===== config.mk =====
export PLATFORM = sky130hd
export DESIGN_NAME = elbuf_fork
export DESIGN_NICKNAME = d
export VERILOG_FILES = /design/src/rtl/elbuf_pkg.sv /design/src/rtl/elbuf_fifo.sv /design/src/rtl/elbuf_fork.sv
export SDC_FILE = /design/constraint.sdc
export NUM_CORES = 1
export LEC_CHECK = 0
export BUFFER_PORTS_ARGS = -buffer_cell sky130_fd_sc_hd__buf_2
export CAP_MARGIN = 40
export CELL_PAD_IN_SITES_DETAIL_PLACEMENT = 0
export CELL_PAD_IN_SITES_GLOBAL_PLACEMENT = 1
export CORE_UTILIZATION = 36
export CTS_CLUSTER_DIAMETER = 40
export DETAILED_ROUTE_END_ITERATION = 8
export PLACE_DENSITY = 0.77
export SYNTH_ARGS = -nofsm -noshare
export SYNTH_HDL_FRONTEND = slang
export SYNTH_HIERARCHICAL = 1
export SYNTH_SLANG_ARGS = --single-unit

===== constraint.sdc =====
create_clock -name clk -period 7.62 [get_ports clk]
set_input_delay 0.381 -clock clk [delete_from_list [all_inputs] [get_ports clk]]
set_output_delay 0.381 -clock clk [all_outputs]
set_load 0.02 [all_outputs]

===== src/rtl/elbuf_pkg.sv =====
// rtl/elbuf_pkg.sv - shared helpers for the elastic-buffer family.
package elbuf_pkg;

  function automatic int clog2(input int value);
    int r;
    int v;
    r = 0;
    v = value - 1;
    while (v > 0) begin
      r = r + 1;
      v = v >> 1;
    end
    return r;
  endfunction

  function automatic logic fire(input logic req, input logic ack);
    return req & ack;
  endfunction

endpackage


===== src/rtl/elbuf_fifo.sv =====
// rtl/elbuf_fifo.sv - DEPTH-entry storage with pointers, occupancy and registered target accept.
module elbuf_fifo
  import elbuf_pkg::*;
#(
  parameter int W     = 32,
  parameter int DEPTH = 2,
  localparam int PTR_W = clog2(DEPTH),
  localparam int CNT_W = PTR_W + 1
) (
  input  logic             clk,
  input  logic             reset,
  input  logic             push,
  input  logic [W-1:0]     wdata,
  input  logic             pop,
  output logic [W-1:0]     head,
  output logic             empty,
  output logic [CNT_W-1:0] level,
  output logic             t_ack
);

  localparam logic [CNT_W-1:0] FULL = CNT_W'(DEPTH);

  logic [W-1:0]     mem [DEPTH];
  logic [PTR_W-1:0] wr_ptr;
  logic [PTR_W-1:0] rd_ptr;
  logic [CNT_W-1:0] count;
  logic [CNT_W-1:0] count_next;

  always_comb begin
    count_next = count;
    if (push && !pop)
      count_next = count + CNT_W'(1);
    else if (!push && pop)
      count_next = count - CNT_W'(1);
  end

  // Accept is computed from next occupancy so it never depends combinationally on the consumers.
  always_ff @(posedge clk or posedge reset) begin
    if (reset) begin
      wr_ptr <= '0;
      rd_ptr <= '0;
      count  <= '0;
      t_ack  <= 1'b0;
    end else begin
      if (push)
        wr_ptr <= wr_ptr + PTR_W'(1);
      if (pop)
        rd_ptr <= rd_ptr + PTR_W'(1);
      count <= count_next;
      t_ack <= (count_next != FULL);
    end
  end

  always_ff @(posedge clk) begin
    if (push)
      mem[wr_ptr] <= wdata;
  end

  assign head  = mem[rd_ptr];
  assign empty = (count == '0);
  assign level = count;

endmodule


===== src/rtl/elbuf_fork.sv =====
// rtl/elbuf_fork.sv - elastic buffer feeding an eager fork of NI initiator channels.
module elbuf_fork
  import elbuf_pkg::*;
#(
  parameter int W     = 32,
  parameter int DEPTH = 2,
  parameter int NI    = 2,
  localparam int CNT_W = clog2(DEPTH) + 1
) (
  input  logic             clk,
  input  logic             reset,
  input  logic             t_req,
  output logic             t_ack,
  input  logic [W-1:0]     t_data,
  output logic [NI-1:0]    i_req,
  input  logic [NI-1:0]    i_ack,
  output logic [W-1:0]     i_data,
  output logic [CNT_W-1:0] level
);

  logic          push;
  logic          pop;
  logic          empty;
  logic [NI-1:0] done;
  logic [NI-1:0] f;

  elbuf_fifo #(
    .W     (W),
    .DEPTH (DEPTH)
  ) u_fifo (
    .clk   (clk),
    .reset (reset),
    .push  (push),
    .wdata (t_data),
    .pop   (pop),
    .head  (i_data),
    .empty (empty),
    .level (level),
    .t_ack (t_ack)
  );

  assign push  = fire(t_req, t_ack);
  assign i_req = empty ? '0 : ~done;

  always_comb begin
    f = '0;
    for (int j = 0; j < NI; j++)
      f[j] = fire(i_req[j], i_ack[j]);
  end

  // The head retires once every channel has it, either from an earlier cycle or this one.
  assign pop = !empty && (&(done | f));

  always_ff @(posedge clk or posedge reset) begin
    if (reset)
      done <= '0;
    else if (pop)
      done <= '0;
    else
      done <= done | f;
  end

endmodule


[Word-level counts from Yosys, hierarchy flattened]
Memory sizes are Yosys's and may differ from the RTL's.
Cells that the tools add are included.
Word-level totals
  register bits: 7
  RAM bits: 64
  input bits: 37
  output and inout port bits: 37
  memories kept: 1
Operators by class
  add/sub/neg operators: 4
  equal/unequal tests: 1
  mux-type cells: 6
  bitwise gates (word level): 5
  reductions and logical operators: 8
Memories
  u_fifo.mem: words 2, bits a word 32, rd ports 1, clocked after Yosys merged registers in 0, wr ports 1, RTL line elbuf_fifo.sv:23  | logic [W-1:0] mem [DEPTH];
Operator list (count)
  $mux W2: 4
  $and A1 B1 Y1: 3
  $logic_and A1 B1 Y1: 3
  $logic_not A1 Y1: 3
  $add A1 B1 Y1 const B: 2
  $add A2 B1 Y2 const B: 1
  $logic_not A2 Y1: 1
  $mux W1: 2
  $ne A2 B2 Y1 const B: 1
  $not A2 Y2: 1
  $or A2 B2 Y2: 1
  $reduce_and A2 Y1: 1
  $sub A2 B1 Y2 const B: 1

[Longest topological paths before layout]
Gate-level depths: netlist (run 1).
  depth in word-level cells: 10
  depth in mapped cells: 7
  gate-level depth less buffers: 6

[By module]
Netlist (run 1), hierarchy kept.
By module, submodules not included
  elbuf_fifo: instances 1, cells an instance 127, area each 2740.1 sq um, sequential area each 2047.0 sq um
  elbuf_fork: instances 1, cells an instance 13, area each 110.1 sq um, sequential area each 50.0 sq um

[Least setup slack after synthesis (run 1)]
OpenSTA, ideal clock, no wires.
  path type: register to register
  start point: reg u_fifo.t_ack
  end point: mem u_fifo.mem[0][0], enable pin
  library setup time: 0.425 ns
  arrival time: 2.212 ns
  slack: 4.983 ns
  stages on the path, launching flop included: 4
  period minus slack after synthesis: 2.637 ns
  cells stage by stage: dfrtp_1 and2_1 buf_2 nor2b_1
On the way
  cells in the longest elaborated chain, start to end: 3
RTL lines
  from (decl): RTL line elbuf_fifo.sv:18  | output logic t_ack
  from (signal assigned): RTL line elbuf_fifo.sv:50  | t_ack <= (count_next != FULL);
  $and A1 B1 Y1: RTL line elbuf_pkg.sv:17  | return req & ack;
  net push: RTL line elbuf_fork.sv:21  | logic push;
  $mux W1: RTL line elbuf_fifo.sv:55  | if (push)
  $mux W1 (not written as such): RTL line elbuf_fifo.sv:56  | mem[wr_ptr] <= wdata;
  to (decl): RTL line elbuf_fifo.sv:23
The timed path passes the listed nets, and every way through them passes these cells.

[Worst setup path in the final report (run 1)]
  start point: reg u_fifo.rd_ptr
  end point: out i_data[9]
On the way
  cells in the longest elaborated chain, start to end: 1
RTL lines
  from (decl): RTL line elbuf_fifo.sv:25  | logic [PTR_W-1:0] rd_ptr;
  from (signal assigned): RTL line elbuf_fifo.sv:48  | rd_ptr <= rd_ptr + PTR_W'(1);
  $mem_v2 Z2 W32
  to (decl): RTL line elbuf_fork.sv:17  | output logic [W-1:0] i_data,
Every way passes these cells.

==> summary.txt, run 1 <==
Status
  – Outcome: finished clean

Synth
  – Cell Area, Synth: 2850 µm²
  – Simple-Gate Fraction of Synth Area: 2.897%
  – Post-synthesis xor/xnor area fraction: 1.229%
  – Count of different cell masters after synthesis: 23
  – Mux cell area share after synthesis: 17.16%
  – Largest family of logic cells by synthesized area: multiplexers
  – Syn Area/Cell: 20.36 µm²
  – Seq/Total Area, Yosys: 73.57%
  – Synth Area in Adders: 0.4390%
  – Post-synthesis cell count: 140
  – Yosys reg bits: 71
  – Compound-cell area share of the yosys netlist: 1.317%
  – Syn nets: 178
  – Synthesis Warnings: 6

Clock network
  – Number of clock sinks: 71
  – Maximum clock path buffer count: 2
  – Worst-skew pair later-pin latency: 0.33 ns
  – Root Buffer: clkbuf_8
  – CTS tree: yes
  – Clock-pin slew on the worst setup and hold paths: 0.08 ns
  – H-tree levels: 3
  – Clock buffer count from CTS: 9
  – Post_cts resized: 0

Final layout
  – Seq. cell area: 2098 µm²
  – Fillers: 719
  – # nets final: 260
  – Finished Layout Cells: 329
  – Multi-input logic area: 665.6 µm²
  – Core Util, Final: 45.82%
  – Area Overhead vs Synth: 23.57%
  – N_diodes: 0
  – Layout cell share with drive strength beyond 1: 55.07%

Routing
  – Via count: 1450
  – Metal2 WL: 2452 µm
  – Final wirelength: 4639 µm
  – Drt wl/cell: 14.10 µm
  – Met3 wire length: 221 µm
  – # DRC: 0
  – 1st-pass router iterations: 3
  – Vias per inst: 4.407
  – Wl on met1: 1908 µm
  – Top Layer Used: met4
  – ANT nets after route: 0
  – First DRT Iteration DRCs: 35

Timing
  – Max_slew headroom: 46.98%
  – Min Hold Slack: 0.2361 ns
  – Post-Route Skew: 0.009879 ns
  – Final count of negative-setup-slack endpoints: 0
  – Slew Limit Fails: 0
  – Hold Fails Final Rpt: 0
  – Final min period: 2.119 ns
  – Fin Setup TNS: 0 ns
  – Unrepaired setup endpoints after global routing: false
  – Final period utilization: 27.80%
  – Max Freq: 472.0 MHz
  – Worst-Margin Slew: 0.7953 ns

Worst setup path
  – Cell Chain, Critical Path: buf_12, mux2_2, buf_2
  – Worst Setup Path Type: flip-flop to output port
  – R2R depth: 7
  – CP max stage delay: 0.62 ns
  – WP buf/inv: 2
  – Slowest stage cell, crit path: dfrtp_2
  – CP Depth: 3
  – Worst EP arrival: 1.74 ns
  – CP Capture Type: output port
  – Critical path's top delay family: flip-flops
  – Critical path fanouts, max: 22
  – Worst Path Required: 7.24 ns
  – CP Launch Type: flip-flop

Global route
  – First-pass GRT wire length: 7196 µm
  – Gr usage total: 11.82%
  – GRT overflow: 0
  – Largest net degree at the start of global routing: 33
  – Vias in the first global route: 1534
  – Initial antenna violation count: 0

Pwr
  – Fraction of power consumed by sequential logic: 41.7%
  – Sw frac: 33.35%
  – Power density cells: 391.5 nW/µm²
  – Switch Pwr: 0.0004599 W
  – Overall Power: 0.001379 W
  – Internal power: 0.0009191 W
  – Clock power share: 20.1%
  – VDD IR max: 0.2011 mV
  – Combinational power share: 38.2%
  – Leakage power: 1.433 nW

Placement
  – Dpl cells: 311
  – Post-DP HPWL: 3163 µm
  – PortBufs: 73
  – Placer Congestion: 0.8346

Die
  – Die Area: 8277 µm²
  – # rows: 32
  – Initial Util: 37.08%
  – Die height: 90.98 µm
  – Die W: 90.98 µm
  – Num ports: 74
  – Core footprint: 7687 µm²

Hold path
  – Hold WC Path Type: input port to flip-flop
  – Hold path depth: 1

Run
  – Maxcap violations: 0
power by group through the flow:
stage          Combinational (W)  Clock [W]  Sequential, W
5_1_grt                 0.000561   0.000304       0.000586
3_3_place_gp            0.000482          0       0.000608
4_1_cts                 0.000535   0.000289       0.000577
6_report                0.000526   0.000277       0.000575
2_1_floorplan           0.000425          0       0.000568
3_5_place_dp            0.000534          0       0.000585
layout by cell type (no fill, tap or decap), types with 2 or more instances in the layout:
master,netlist,routed
edfxtp_1,64,64
o22a_1,2,2
clkinv_1,0,2
buf_2,2,74
inv_1,4,4
nor2b_1,3,2
xor2_1,2,2
clkbuf_8,0,9
mux2i_1,2,2
xnor2_1,2,2
dfrtp_1,7,6
nand3b_1,3,3
mux2_4,29,29
nor2_1,4,4
mux2_2,3,3
clkinv_2,0,2
path summary, 6_finish.rpt:
check	slack, ns	endpoint	from
max	5.50	i_data[9]	u_fifo/rd_ptr$_DFFE_PP0P_
min	0.24	u_fifo/mem[0][21]$_DFFE_PP_	t_data[21]
max reg2reg	5.76	u_fifo/level[1]$_DFF_PP0_	u_fifo/level[0]$_DFF_PP0_
min reg2reg	0.53	done[0]$_DFF_PP0_	done[0]$_DFF_PP0_
max in group asynchronous	6.91	u_fifo/rd_ptr$_DFFE_PP0P_	reset
min in group asynchronous	0.46	done[1]$_DFF_PP0_	reset
flip-flops by register name, indices dropped and copies added (netlist names):
name           cells
u_fifo/t_ack       1
u_fifo/wr_ptr      1
u_fifo/level       2
u_fifo/mem        64
done               2
u_fifo/rd_ptr      1
cells by family (layout without fill, tap and decap cells):
| group | after synthesis | count (layout) |
|---|---|---|
| adder cells (fa/ha/maj) | 1 | 1 |
| XOR/XNOR | 4 | 4 |
| buffers and inverters | 10 | 97 |
| AND/OR/NAND/NOR | 15 | 15 |
| AO/OA/AOI/OAI | 5 | 5 |
| multiplexers | 34 | 34 |
| flip-flops | 71 | 71 |
what timing repair did:
action / 4_1_cts / 5_1_grt
hold buffers: 1 / 0
setup buffers: 0 / 0
setup endpoints to repair: 0 / 0
endpoints found under the hold margin: 7 / 0
cell type report:
class                      instances  share of cell area, %
timing repair buffer              77                  12.15
clock buffer                       9                  3.517
sequential                        71                  59.57
tap                              102                  3.623
clock inverter                     7                  1.812
inverter                           4                 0.4263
multi-input combinational         59                  18.90
per-layer routing:
metal	up-vias	GRT usage [%]
li1	692	-
met1	709	13.38
met2	43	20.83
met3	6	2.764
met4	0	5.952
met5	-	0
cell usage after synthesis (all sizes together):
library cell	n	area share, %
o21a	1	0.26
o21ai	1	0.18
dfrtp	7	6.1
nor3	1	0.18
o22a	2	0.61
xor2	2	0.61
xnor2	2	0.61
nand2	1	0.13
nand3	1	0.18
and2	2	0.44
o31ai	1	0.26
nor2b	3	0.66
nand3b	3	0.79
buf	6	2.9
ha	1	0.44
nor2	4	0.53
edfxtp	64	67
inv	4	0.53
mux2	32	16
mux2i	2	0.70
through the flow:
| step | instance area [µm²] | worst slack (ns) |
|---|---|---|
| floorplan | 2850 | 4.983 |
| global placement | 3272 | 5.570 |
| detailed placement | 3319 | 5.362 |
| CTS | 3517 | 5.377 |
| global route | 3522 | 5.408 |
| finish | 3522 | 5.501 |
(Power assumes the default switching activity.)
==> inputs of run 2 (changes only) <==
- clock period: 7.62 -> 2.1 ns (I/O delays scaled with it)
==> run 2 against run 1 <==
Against the previous run: critical path depth stayed put; setup slack worse by 5.1 ns; global-route usage is 0.65 points higher; count of clock-buffer cells in the layout is 1 higher; die area stayed put; critical path type unchanged; largest power group unchanged; highest routed layer unchanged.
==> summary.txt, run 2 (synthesis results as in run 1) <==
Worst setup path
  – CP Capture Type: output port
  – Worst EP arrival: 1.56 ns
  – Worst Setup Path Type: flip-flop to output port
  – Cell Chain, Critical Path: buf_4, mux2_2, buf_2
  – Critical path fanouts, max: 20
  – WP buf/inv: 2
  – CP Launch Type: flip-flop
  – Worst Path Required: 2.00 ns
  – Slowest stage cell, crit path: mux2_2
  – Critical path's top delay family: buffers and inverters
  – CP max stage delay: 0.38 ns

Clock network
  – Clock-pin slew on the worst setup and hold paths: 0.07 ns
  – Worst-skew pair later-pin latency: 0.33 ns
  – Post_cts resized: 0
  – Root Buffer: clkbuf_8
  – H-tree levels: 3
  – CTS tree: yes
  – Clock buffer count from CTS: 9
  – Number of clock sinks: 71
  – Maximum clock path buffer count: 2

Pwr
  – Combinational power share: 41.0%
  – Internal power: 0.003236 W
  – Clock power share: 17.9%
  – Leakage power: 1.561 nW
  – Sw frac: 34.05%
  – Power density cells: 1289 nW/µm²
  – Switch Pwr: 0.001671 W
  – VDD IR max: 0.7103 mV
  – Fraction of power consumed by sequential logic: 41.2%

Final layout
  – Area Overhead vs Synth: 33.58%
  – Cell area after layout: 3807 µm²
  – Largest Register: u_fifo/mem
  – Most frequent cells in the layout: buf_2, edfxtp_1, dlygate4sd3_1
  – Layout cell share with drive strength beyond 1: 48.47%
  – Most common cell after layout, fill and taps aside: buf_2
  – N_diodes: 0
  – # nets final: 296
  – Max reg flops: 64
  – Core Util, Final: 49.53%

Timing
  – Slew Limit Fails: 0
  – Unrepaired setup endpoints after global routing: false
  – Max Freq: 601.0 MHz
  – Max_slew headroom: 76.04%
  – Worst-Margin Slew: 0.3594 ns
  – Hold Fails Final Rpt: 0
  – Final period utilization: 79.24%
  – Min Hold Slack: 0.1332 ns
  – Post-route setup slack: 0.4360 ns
  – Post-Route Skew: 0.006176 ns
  – Fin Setup TNS: 0 ns
  – Final min period: 1.664 ns
  – Final count of negative-setup-slack endpoints: 0

Die
  – Die height: 90.98 µm
  – Num ports: 74
  – Die Area: 8277 µm²
  – # rows: 32
  – Initial Util: 37.08%
  – Die W: 90.98 µm
  – Core footprint: 7687 µm²

Routing
  – ANT nets after route: 0
  – # DRC: 0
  – Via count: 1581
  – Final wirelength: 4890 µm
  – First DRT Iteration DRCs: 99
  – Vias per inst: 4.343
  – Drt wl/cell: 13.43 µm
  – 1st-pass router iterations: 4

Placement
  – Placer Congestion: 0.6934
  – PortBufs: 73
  – Dpl cell area: 3323 µm²
  – Post-DP HPWL: 3245 µm
  – Post-place setup slack: 0.4619 ns

Hold path
  – Hold WC Path Type: input port to flip-flop

Global route
  – Gr usage total: 12.47%
  – Vias in the first global route: 1573
  – First-pass GRT wire length: 7638 µm
  – Initial antenna violation count: 0
  – Largest net degree at the start of global routing: 21
  – GRT overflow: 0

Run
  – Maxcap violations: 0

Status
  – Outcome: finished clean
run 2: layout make-up:
cell class	instances	area [µm²]
multi-input cells	59	664.4
repair buffers	113	748.2
flip-flops and latches	71	2098
fillers	682	3880
well taps	102	127.6
inverters	4	15.01
clock buffers	10	127.6
clock inverters	5	26.28
run 2: worst register-to-register path: stages, from the launching register on:
cell     delay, ns
dfrtp_1       0.46
inv_1         0.07
ha_1          0.27
nor3_1        0.20
buf_4         0.19
mux2i_1       0.19
nand2_1       0.07
o21a_1        0.11
run 2: repair_timing:
item | CTS | global route
setup buffers | 0 | 0
hold endpoints to repair | 71 | 0
hold buffers | 33 | 0
run 2: power groups by stage:
stage | logic (W) | registers [W] | clock network, W
finish | 0.00201 | 0.00202 | 0.000878
global route | 0.00216 | 0.00205 | 0.000974
CTS | 0.00204 | 0.00202 | 0.000915
detailed placement | 0.00199 | 0.00205 | 0
global placement | 0.00198 | 0.00203 | 0
floorplan | 0.00154 | 0.00206 | 0
run 2: metrics by stage:
step,power [W],cells
after CTS,0.004976,364
after global placement,0.004005,316
after global routing,0.005181,364
final,0.004907,364
after detailed placement,0.004038,316
after floorplan,0.003602,140
run 2: final timing paths:
| check | startpoint | end | slack [ns] | depth (start not counted) |
|---|---|---|---|---|
| worst max-delay path | u_fifo/rd_ptr$_DFFE_PP0P_ | i_data[9] | 0.44 | 3 |
| worst min-delay path | i_ack[1] | done[0]$_DFF_PP0_ | 0.13 | 3 |
| worst max register to register | u_fifo/level[0]$_DFF_PP0_ | u_fifo/level[1]$_DFF_PP0_ | 0.44 | 7 |
| worst min register to register | done[0]$_DFF_PP0_ | done[0]$_DFF_PP0_ | 0.52 | 1 |
| max in group asynchronous | reset | u_fifo/rd_ptr$_DFFE_PP0P_ | 1.66 | 3 |
| min in group asynchronous | reset | done[0]$_DFF_PP0_ | 0.17 | 3 |
run 2: routing by layer:
metal  track usage, %  share of wire, %
met1            15.01                44
met2            20.20                50
met3            4.355               5.1
met4            5.556               1.0
met5                0                 0
